`src/rtl/game_pkg.sv`:
```
// Shared types and constants for the number-hit game logic.
// Holds the controller FSM encoding, score limit and LFSR feedback mask.
package game_pkg;

    localparam int NUMBERS_DEFAULT = 18;

    localparam logic [7:0] BCD_MAX = 8'h99;

    // Feedback mask for x^16+x^14+x^13+x^11+1 in a left-shifting register (bits 15,13,12,10).
    localparam logic [15:0] LFSR_TAPS = 16'hB400;

    typedef enum logic [1:0] {
        SCAN    = 2'd0,
        RESOLVE = 2'd1,
        REFRESH = 2'd2
    } state_t;

endpackage

```
`src/rtl/lfsr16.sv`:
```
// 16-bit Fibonacci LFSR that shifts left every cycle.
// The seed is loaded on reset and must be non-zero.
module lfsr16
    import game_pkg::*;
(
    input  logic        clk,
    input  logic        reset,
    input  logic [15:0] seed,
    output logic [15:0] value
);

    always_ff @(posedge clk) begin
        if (reset) begin
            value <= seed;
        end else begin
            value <= {value[14:0], ^(value & LFSR_TAPS)};
        end
    end

endmodule

```
`src/rtl/number_hit_controller.sv`:
```
// Turns player/number sprite overlaps into one scored hit per frame.
// It then re-rolls the digit shown on the number that was hit.
module number_hit_controller
    import game_pkg::*;
#(
    parameter int          NUMBERS   = NUMBERS_DEFAULT,
    parameter logic [15:0] LFSR_SEED = 16'hACE1
) (
    input  logic                    clk,
    input  logic                    reset,
    input  logic                    startOfFrame,
    input  logic                    playerDR,
    input  logic [NUMBERS-1:0]      numbersDR,
    input  logic [NUMBERS-1:0]      showNum,
    input  logic [3:0]              targetDigit,
    output logic [NUMBERS-1:0]      singleHit,
    output logic [NUMBERS-1:0][3:0] numbersToShow,
    output logic [7:0]              scoreBCD,
    output logic                    correctHit,
    output logic                    wrongHit
);

    localparam int IDX_W = (NUMBERS > 1) ? $clog2(NUMBERS) : 1;

    state_t               state;
    state_t               next_state;
    logic [NUMBERS-1:0]   pending;
    logic [NUMBERS-1:0]   collisions;
    logic [NUMBERS-1:0]   pending_all;
    logic [IDX_W-1:0]     sel_index;
    logic [IDX_W-1:0]     hit_index;
    logic                 is_match;
    logic [15:0]          lfsr_value;
    logic [3:0]           lfsr_digit;
    logic                 lfsr_unused;

    function automatic logic [7:0] bcd_inc(input logic [7:0] v);
        if (v == BCD_MAX) begin
            return v;
        end
        if (v[3:0] == 4'd9) begin
            return {v[7:4] + 4'd1, 4'd0};
        end
        return {v[7:4], v[3:0] + 4'd1};
    endfunction

    function automatic logic [7:0] bcd_dec(input logic [7:0] v);
        if (v == 8'h00) begin
            return v;
        end
        if (v[3:0] == 4'd0) begin
            return {v[7:4] - 4'd1, 4'd9};
        end
        return {v[7:4], v[3:0] - 4'd1};
    endfunction

    lfsr16 u_lfsr (
        .clk   (clk),
        .reset (reset),
        .seed  (LFSR_SEED),
        .value (lfsr_value)
    );

    assign lfsr_digit  = lfsr_value[3:0];
    assign lfsr_unused = ^lfsr_value[15:4];

    // Hidden numbers never collide; a collision on the SOF cycle itself still counts.
    assign collisions  = {NUMBERS{playerDR}} & numbersDR & showNum;
    assign pending_all = pending | collisions;

    // Lowest pending index wins; higher indices in the same frame are dropped.
    always_comb begin
        sel_index = '0;
        for (int i = NUMBERS - 1; i >= 0; i--) begin
            if (pending[i]) begin
                sel_index = IDX_W'(i);
            end
        end
    end

    assign is_match = (numbersToShow[sel_index] == targetDigit);

    always_ff @(posedge clk) begin
        if (reset) begin
            state <= SCAN;
        end else begin
            state <= next_state;
        end
    end

    always_comb begin
        next_state = state;
        case (state)
            SCAN: begin
                if (startOfFrame && (|pending_all)) begin
                    next_state = RESOLVE;
                end
            end
            RESOLVE: next_state = REFRESH;
            REFRESH: begin
                if (lfsr_digit <= 4'd9) begin
                    next_state = SCAN;
                end
            end
            default: next_state = SCAN;
        endcase
    end

    always_comb begin
        singleHit  = '0;
        correctHit = 1'b0;
        wrongHit   = 1'b0;
        if (state == RESOLVE) begin
            singleHit[sel_index] = 1'b1;
            correctHit           = is_match;
            wrongHit             = !is_match;
        end
    end

    // RESOLVE wipes the resolved frame but keeps collisions arriving in that same cycle.
    always_ff @(posedge clk) begin
        if (reset) begin
            pending   <= '0;
            hit_index <= '0;
            scoreBCD  <= 8'h00;
            for (int i = 0; i < NUMBERS; i++) begin
                numbersToShow[i] <= 4'(i % 10);
            end
        end else begin
            case (state)
                RESOLVE: begin
                    pending   <= collisions;
                    hit_index <= sel_index;
                    scoreBCD  <= is_match ? bcd_inc(scoreBCD) : bcd_dec(scoreBCD);
                end
                REFRESH: begin
                    pending <= pending_all;
                    if (lfsr_digit <= 4'd9) begin
                        numbersToShow[hit_index] <= lfsr_digit;
                    end
                end
                default: pending <= pending_all;
            endcase
        end
    end

endmodule

```
`config.mk`:
```
export PLATFORM = sky130hd
export DESIGN_NAME = number_hit_controller
export DESIGN_NICKNAME = d
export VERILOG_FILES = /design/src/rtl/game_pkg.sv /design/src/rtl/lfsr16.sv /design/src/rtl/number_hit_controller.sv
export SDC_FILE = /design/constraint.sdc
export NUM_CORES = 1
export LEC_CHECK = 0
export CAP_MARGIN = 0
export CORE_ASPECT_RATIO = 1.25
export CORE_MARGIN = 2
export CORE_UTILIZATION = 56
export CTS_BUF_LIST = sky130_fd_sc_hd__clkbuf_2 sky130_fd_sc_hd__clkbuf_4 sky130_fd_sc_hd__clkbuf_8
export DETAILED_ROUTE_END_ITERATION = 10
export GPL_ROUTABILITY_DRIVEN = 1
export PLACE_DENSITY = 0.88
export SLEW_MARGIN = 20
export SYNTH_ARGS = -nofsm -noshare
export SYNTH_HDL_FRONTEND = slang
export SYNTH_SLANG_ARGS = --single-unit
```
`constraint.sdc`:
```
create_clock -name clk -period 6 [get_ports clk]
set_input_delay 1.8 -clock clk [delete_from_list [all_inputs] [get_ports clk]]
set_output_delay 1.8 -clock clk [all_outputs]
set_load 0.005 [all_outputs]
```
* Yosys cells after proc, flatten, opt, wreduce, memory -nomap -nowiden
Cells that the tools add are included.
** Storage, ports and cells
- Register bits :: 121
- Input bits :: 44
** Operators by class
- Add/sub/neg operators :: 4
- Order comparisons :: 5
- Equal/unequal tests :: 8
- Multiplexer cells :: 55
- Bitwise operators :: 3
- Reduce and logical (&&, ||, !) cells :: 13
** Operators with widths (number)
- two-way mux 5 bit :: 18
- bitwise mux 72 bit :: 1
- two-way mux 8 bit :: 9
- AND 18 bit :: 2
- two-way mux 18 bit :: 2
- binary-select mux 4 bit (select 5 bit) :: 1
- demux 4 bit (select 5 bit) :: 1
- OR 18 bit :: 1
- OR reduction 18 bit :: 1
- two-way mux 1 bit :: 17
- parity 16 bit :: 1
- less-than comparator 5 x 6 -> 1 bit, second input constant :: 2
- >= comparator 5 x 1 -> 1 bit, second input constant :: 2
- adder 4 x 1 -> 4 bit, second input constant :: 2
- equality test 8 bit, second input constant :: 1
- zero test 8 bit :: 1
- two-way mux 4 bit :: 2
- subtractor 4 x 1 -> 4 bit, second input constant :: 2
- case mux 2 bit (3 select lines) :: 1
- demux 1 bit (select 5 bit) :: 1
- equality test 4 bit :: 1
- equality test 4 bit, second input constant :: 1
- less-or-equal comparator 4 bit, second input constant :: 1
- zero test 4 bit :: 1
- other kinds (11) :: 16

* Logic depth before layout (Yosys ltp)
- Depth after elaboration :: 23
- Depth in mapped cells :: 16
- Depth with buffers taken out :: 12

* Cells and area by module
From an unflattened synthesis, not the netlist that was laid out.
** Second synthesis, totals
- Cells, all modules :: 721
- Area, all modules :: 6246.0 um2
** Modules (own cells, without submodules)
- number_hit_controller :: instances 1, cells an instance 683, area each 5660.4 um2, sequential area each 2102.0 um2
- lfsr16 :: instances 1, cells an instance 38, area each 585.6 um2, sequential area each 320.3 um2

* Worst setup path after synthesis
Ideal clock, no wire load.
- Path kind :: in2out
- From :: in targetDigit[0]
- To :: out wrongHit
- Arrival time :: 2.808 ns
- Path slack :: 1.392 ns
- Cell stages on the path :: 6
- Buffers on the path :: 1
- Cells stage by stage :: a22o_1 > a22oi_1 > o21ai_1 > and4bb_1 > buf_2 > a21oi_1
** On the way
- Word-level cells in the longest chain between the ends :: 3
** Ends and longest elaborated chain
- start: declaration :: RTL line number_hit_controller.sv:15 : input logic [3:0] targetDigit,
- equality test 4 bit :: RTL line number_hit_controller.sv:81 : assign is_match = (numbersToShow[sel_index] == targetDigit);
- zero test 1 bit :: RTL line number_hit_controller.sv:116 : wrongHit = !is_match;
- two-way mux 1 bit :: RTL line number_hit_controller.sv:113 : if (state == RESOLVE) begin
- end: declaration :: RTL line number_hit_controller.sv:20 : output logic wrongHit
Every way passes these cells.

* Worst setup path in the final report
- From :: reg pending[17]
- To :: out wrongHit
** On the way
- Word-level cells in the longest chain between the ends :: 23
** Ends and longest elaborated chain
- start: declaration :: RTL line number_hit_controller.sv:27 : logic [NUMBERS-1:0] pending;
- start signal: assignment :: RTL line number_hit_controller.sv:132 : pending <= collisions;
- start signal: assignment :: RTL line number_hit_controller.sv:137 : pending <= pending_all;
- start signal: assignment :: RTL line number_hit_controller.sv:142 : default: pending <= pending_all;
- two-way mux 5 bit (18 in a row) :: RTL line number_hit_controller.sv:75 : if (pending[i]) begin
- binary-select mux 4 bit (select 5 bit) :: RTL line number_hit_controller.sv:81
- two-way mux 4 bit (not written as such) :: RTL line number_hit_controller.sv:81
- equality test 4 bit :: RTL line number_hit_controller.sv:81
- zero test 1 bit :: RTL line number_hit_controller.sv:116
- two-way mux 1 bit :: RTL line number_hit_controller.sv:113
Every way passes these cells. The select of a mux whose other input is x is not followed.

==> reports/qor.csv <==
stage;metric;value;unit
timing;max_slew headroom;0.281;
route;Initial DRT Pass Iterations;6;
global_route;Remaining Overflow, GRT;0;
power;Clk network pwr share;0.330;
worst_setup_path;WP data arrival;4050;ps
hold_path;hold crit path type;reg2reg;
global_route;first-pass GRT wire length;33700;um
synthesis;top cell type by total area after synthesis;dfxtp_1;
floorplan;Die Ht;123;um
power;combinational power share;0.259;
cts;clock latency on the worst-skew pair;440;ps
floorplan;row count;43;
outcome;status;complete, no violations;
worst_setup_path;Worst Path Required;4200;ps
timing;measured slew at the worst slew-check pin;1080;ps
cts;H-tree levels;4;
timing;Final Max Tran Viols;0;
power;Worst IR Drop VDD;188;uV
cts;CTS Sinks;121;
timing;fmax;171;MHz
synthesis;Post-Synthesis Cells;771;
route;DR DRC count;0;
cells_and_area;fin nets;942;
placed_design;I/O Buffers;143;
floorplan;die area;0.0123;mm2
worst_setup_path;crit end category;output pin;
floorplan;Die X;99.5;um
synthesis;register bit count reported by yosys;121;
route;Initial DRC Count;571;
cells_and_area;Diodes inserted;0;
timing;Final min period;5850;ps
timing;# setup viols final;0;
worst_setup_path;Startpoint Class;flip-flop;
timing;Clock Skews;12.9;ps
worst_setup_path;reg-to-reg slack, setup;2050;ps
global_route;initial antenna violation count;0;
run;maxcap violations;0;
timing;period utilization;0.975;
cts;clock transition at the registers of the reported paths;80;ps
synthesis;Syn Nets;818;
synthesis;Area contributors post-synth;dfxtp_1, nor2_1, nand3_1;
global_route;GRT Total Usage;0.348;
placed_design;final HPWL from detailed placement;15500;um
cells_and_area;area delta synth->final;30.0;%
route;DRT Wirelength;22000;um
cts;CTS Buffer Depth;2;
timing;Final Hold Viols;0;
power;Sw Pwr;0.000747;W
power;Switching Fraction;0.356;
timing;hold slack;418;ps
timing;TNS Setup;0;ps
synthesis;EDFF count, synth;0;
cells_and_area;post-layout util;0.748;
synthesis;sequential-to-total area share from yosys stat;0.380;
cells_and_area;share of cells above drive strength 1;0.115;
placed_design;GP Congestion;0.979;
synthesis;synthesized area;0.00638;mm2
worst_setup_path;WS Path Type;reg2out;
floorplan;Initial Util;0.576;
synthesis;Ys Warns;0;
floorplan;I/O pins;144;
synthesis;Post-synth ARST share;0;
cts;root buf cell;clkbuf_8;
global_route;largest net degree at the start of global routing;125;
synthesis;Synth Flop Type;dfxtp_1;
floorplan;Core Area;0.0111;mm2
synthesis;share of the synthesized area in the top cell type;0.380;
route;DRT antenna net count;0;
power;sequential power share;0.412;
power;Internal Power;0.00135;W
synthesis;synth unique cells;76;
power;Static Leak;2.95;nW
global_route;vias in the first global route;6319;
cts;Num CTS Buffers;17;
worst_setup_path;Worst Path Max Fanout;12;
route;Avg WL per Cell;21.1;um
cts;CTS tree;done;
route;average vias per placed instance;6.48;
power;PwrDens;253;mW/mm2
synthesis;syn avg cell area;8.27;um2
route;routed vias;6760;
[synth_stat cells, types with 4 or more instances]
cell	count
nand2_1	54
nand2b_1	8
a31oi_1	10
clkbuf_1	38
nand3b_1	10
nor4_1	10
and3_1	10
a22oi_1	7
and2_1	4
o31ai_2	4
buf_6	4
o211ai_1	5
buf_2	11
a211oi_1	7
o21ai_0	16
mux2i_1	26
a211o_1	26
nor3_1	9
nand4_1	5
nand3_1	58
nor2b_1	32
nor2_1	101
a21oi_1	42
o21ai_1	11
inv_1	25
dfxtp_1	121
xor2_1	5
a32oi_1	28
or2_2	9
[cell type report]
| type | instances | area, um2 |
|---|---|---|
| clock buffers | 19 | 255 |
| well taps | 135 | 169 |
| flip-flops and latches | 121 | 2430 |
| multi-input cells | 566 | 3650 |
| inverters | 26 | 97.6 |
| clock inverters | 13 | 111 |
| repair buffers | 163 | 1580 |
| fillers | 825 | 2790 |
[critical path, stage by stage, from the launching register on]
cell and delay (ps):
dfxtp_1 450, nor2b_1 260, o211a_1 180, o31ai_1 70, a311o_2 450, buf_4 200, a2111oi_4 410, o21ai_1 140
and3_4 180, o31ai_2 310, a211oi_2 80, buf_4 200, a21oi_1 160, clkdlybuf4s50_1 530
[registers in the layout, indices dropped and copies added (netlist names)]
signal	count
numbersToShow	72
pending	18
state	2
scoreBCD	8
u_lfsr.value	16
hit_index	5
[logic make-up after synthesis]
logic type	after synthesis	share of synthesized area
simple gates	330	0.263
mux	26	0.0408
xor+xnor	6	0.00824
flops	121	0.380
compound gates	200	0.243
fa+ha+maj	3	0.00588
buf+inv	85	0.0586
[metrics by stage]
| stage | setup WS (ps) | std cells | total power, W | area (um2) |
|---|---|---|---|---|
| 2_1_floorplan | 1390 | 771 | 0.00123 | 6380 |
| 3_3_place_gp | 414 | 1004 | 0.00137 | 7820 |
| 3_5_place_dp | 402 | 1004 | 0.00138 | 7820 |
| 4_1_cts | 41.2 | 1036 | 0.00205 | 8180 |
| 5_1_grt | -2.77 | 1043 | 0.00217 | 8290 |
| 6_report | 152 | 1043 | 0.00210 | 8290 |
[routing by layer]
layer	vias up	wire length, um	GRT usage
met5	-	0	0
met4	0	1000	0.161
met3	90	1870	0.0667
met2	433	10700	0.603
met1	3168	8400	0.418
li1	3069	-	-
[final timing paths]
kind	depth (start not counted)	start	end
setup / recovery	13	pending[17]$_SDFF_PP0_	wrongHit
hold / removal	1	u_lfsr.value[5]$_SDFF_PP1_	u_lfsr.value[6]$_SDFF_PP1_
setup reg to reg	13	pending[17]$_SDFF_PP0_	scoreBCD[3]$_SDFFE_PP0P_
hold reg to reg	1	u_lfsr.value[5]$_SDFF_PP1_	u_lfsr.value[6]$_SDFF_PP1_
[layout by cell type, fill, tap and decap left out, drive strengths merged, types with 28 or more instances in the layout]
cell type,synthesis,layout
a32oi,28,28
clkdlybuf4s50,0,142
nor2,102,102
inv,26,32
a21oi,45,45
nand3,58,58
dfxtp,121,121
nand2,54,54
nor2b,32,32
[power by group through the flow]
stage                     Sequential, W  Combinational, W  Clock [W]
final                          0.000863          0.000542   0.000691
after global routing           0.000867          0.000579   0.000724
after CTS                      0.000860          0.000507   0.000687
after detailed placement       0.000879          0.000503          0
after global placement         0.000878          0.000491          0
after floorplan                0.000854          0.000378          0
[repair_timing]
| action | in CTS | in global routing |
|---|---|---|
| pin swaps | 0 | 3 |
| hold buffers | 0 | 0 |
| endpoints found under the setup margin | 1 | 2 |
| gates cloned | 0 | 1 |
| gates resized for setup | 1 | 11 |
| setup buffers | 0 | 6 |
(Power assumes the default switching activity.)
==> RTL edit (same flow settings) <==
The 3 states of `state_t` get a one-hot encoding in 3 bits.
--- a/src/rtl/game_pkg.sv
+++ b/src/rtl/game_pkg.sv
@@ -9,10 +9,10 @@
     // Feedback mask for x^16+x^14+x^13+x^11+1 in a left-shifting register (bits 15,13,12,10).
     localparam logic [15:0] LFSR_TAPS = 16'hB400;
 
-    typedef enum logic [1:0] {
-        SCAN    = 2'd0,
-        RESOLVE = 2'd1,
-        REFRESH = 2'd2
+    typedef enum logic [2:0] {
+        SCAN    = 3'b001,
+        RESOLVE = 3'b010,
+        REFRESH = 3'b100
     } state_t;
 
 endpackage
Function: same outputs for any inputs over 4 cycles, from zero or initial values and one cycle with reset high; so few cycles prove little.
==> RTL edit against the original RTL <==
- wire length decreased by 3.7%
- utilization increased by 2.1 points
- via count decreased by 3.4%
- non-clock buffer count decreased by 3
- sequential cell count increased by 1
- setup slack improved by 2.7 ps
- sequential share of layout area increased by 0.52 points
- clock power increased by 7.2%
- synthesized area decreased by 3.0%
- total power decreased by 1.1%
- count of clock-buffer cells in the layout decreased by 2
- cell area decreased by 1.1%
==> RTL edit: results <==
{
  "met2WireLength_um": 10300,
  "ys_seq_area_share_pct": 39.5,
  "multi_input_area_share_pct": 43.7,
  "routedWlPerCell_um": 20.7,
  "holdPathStages": 1,
  "detailedPlacementHpwl_um": 15000,
  "worstHoldStart": "u_lfsr.value[9]",
  "sequential_cell_area_share_pct": 29.8,
  "outcome": "complete, no violations",
  "final.fill_count": 760,
  "clock_power_share_pct": 35.7,
  "final.clkbuf_count": 17,
  "number_of_non_clock_buffers_in_the_layout": 160,
  "met1_length_um": 8260,
  "total_power_mw": 2.07,
  "met3_wirelength_um": 1750,
  "critical-path-top-delay-family": "simple AND/OR/NAND/NOR gates",
  "grt_use_met2_pct": 58.6,
  "synth.top_cells.by_count": "sky130_fd_sc_hd__nor2_1, sky130_fd_sc_hd__dfxtp_1, sky130_fd_sc_hd__nand2_1",
  "num-multi-input-gates": 562,
  "ir_drop_v": 0.000221,
  "met1_usage_pct": 42.9,
  "place_worst_setup_slack_ps": 278,
  "timing.max_slew.rel_slack_pct": 32.4,
  "gpl.final_weighted_congestion": 0.959,
  "r2r_start": "pending[11]",
  "dp_cells": 984,
  "ff2ff_setup_slack_ps": 1650,
  "drc_marker_count_from_the_first_detailed_route_iteration": 560,
  "post_place_instance_area_um2": 7690,
  "hold_ws_ps": 419,
  "syn-num-nets": 788,
  "worstReg2RegEnd": "scoreBCD[2]",
  "postSynthAreaPerCell_um2": 8.35,
  "yosys_register_bits": 122,
  "worst_path_largest_cell_delay_ps": 480,
  "leakagePower_nw": 2.96,
  "grt_max_degree": 65,
  "number_of_distinct_library_cell_variants_in_the_gate_level_netlist_after_synthesis": 73,
  "inv_count": 14,
  "groute.layer.met3.usage_pct": 6.11,
  "worst-path-max-fanout": 10,
  "drt_first_pass_iters": 6,
  "grt_first_pass_wirelength_um": 32900,
  "power_report.internal_total_mw": 1.39,
  "final.setup_skew_ps": 10.7,
  "final_cell_count_no_fill": 1022,
  "vias_per_cell": 6.39,
  "number_of_global_route_vias_before_repair": 6260,
  "r2r_cells": 14,
  "drive_gt1_share_pct": 9.66,
  "synth.top_cells.by_area": "sky130_fd_sc_hd__dfxtp_1, sky130_fd_sc_hd__mux2i_1, sky130_fd_sc_hd__nor2_1",
  "pg_seq_uw": 876,
  "hold_end": "u_lfsr.value[10]",
  "finalCoreUtilization_pct": 76.9,
  "pwr_density_cell_nw_per_um2": 253,
  "layout.clock.cell_area_share_pct": 4.88,
  "non_clock_buffer_area_share_pct": 19.0,
  "design.final.nets": 924
}
## RTL edit: repair_timing
| action | in CTS | in global routing |
|---|---|---|
| resized for setup | 3 | 13 |
| pin swaps | 1 | 2 |
| endpoints found under the setup margin | 1 | 2 |
| setup buffers | 0 | 6 |
## RTL edit: worst reg2reg max path, cell delays in order, from the launching register on
cell	delay [ps]
sky130_fd_sc_hd__dfxtp_1	360
sky130_fd_sc_hd__nor2b_1	190
sky130_fd_sc_hd__or4_4	460
sky130_fd_sc_hd__o221a_4	340
sky130_fd_sc_hd__nor2_4	220
sky130_fd_sc_hd__nand2_1	80
sky130_fd_sc_hd__a311o_1	370
sky130_fd_sc_hd__a31oi_2	240
sky130_fd_sc_hd__mux2_1	390
sky130_fd_sc_hd__nor4_4	290
sky130_fd_sc_hd__buf_6	170
sky130_fd_sc_hd__buf_4	210
sky130_fd_sc_hd__mux2i_1	580
sky130_fd_sc_hd__a311oi_1	140
sky130_fd_sc_hd__a221oi_1	250
## RTL edit: logic make-up (layout without fill, tap and decap cells)
| kind of cell | Yosys count | in the layout | share of synthesized area, % |
|---|---|---|---|
| AOI/OAI and AO/OA | 154 | 154 | 18.3 |
| xor gates and xnor gates | 8 | 8 | 1.13 |
| adders and majority gates | 3 | 3 | 0.607 |
| buffers and inverters | 57 | 206 | 3.66 |
| DFF | 122 | 122 | 39.5 |
| muxes | 72 | 72 | 11.8 |
| and+or+nand+nor | 325 | 325 | 25.0 |
## RTL edit: worst max-delay path by stage
stage | end | startpoint | slack (ps) | depth (start not counted)
floorplan | correctHit | pending[7] | 1050 | 12
global placement | wrongHit | targetDigit[2] | 370 | 8
detailed placement | wrongHit | targetDigit[2] | 280 | 8
CTS | wrongHit | pending[11] | 10 | 12
global route | wrongHit | pending[10] | 6 | 12
finish | wrongHit | pending[11] | 150 | 12
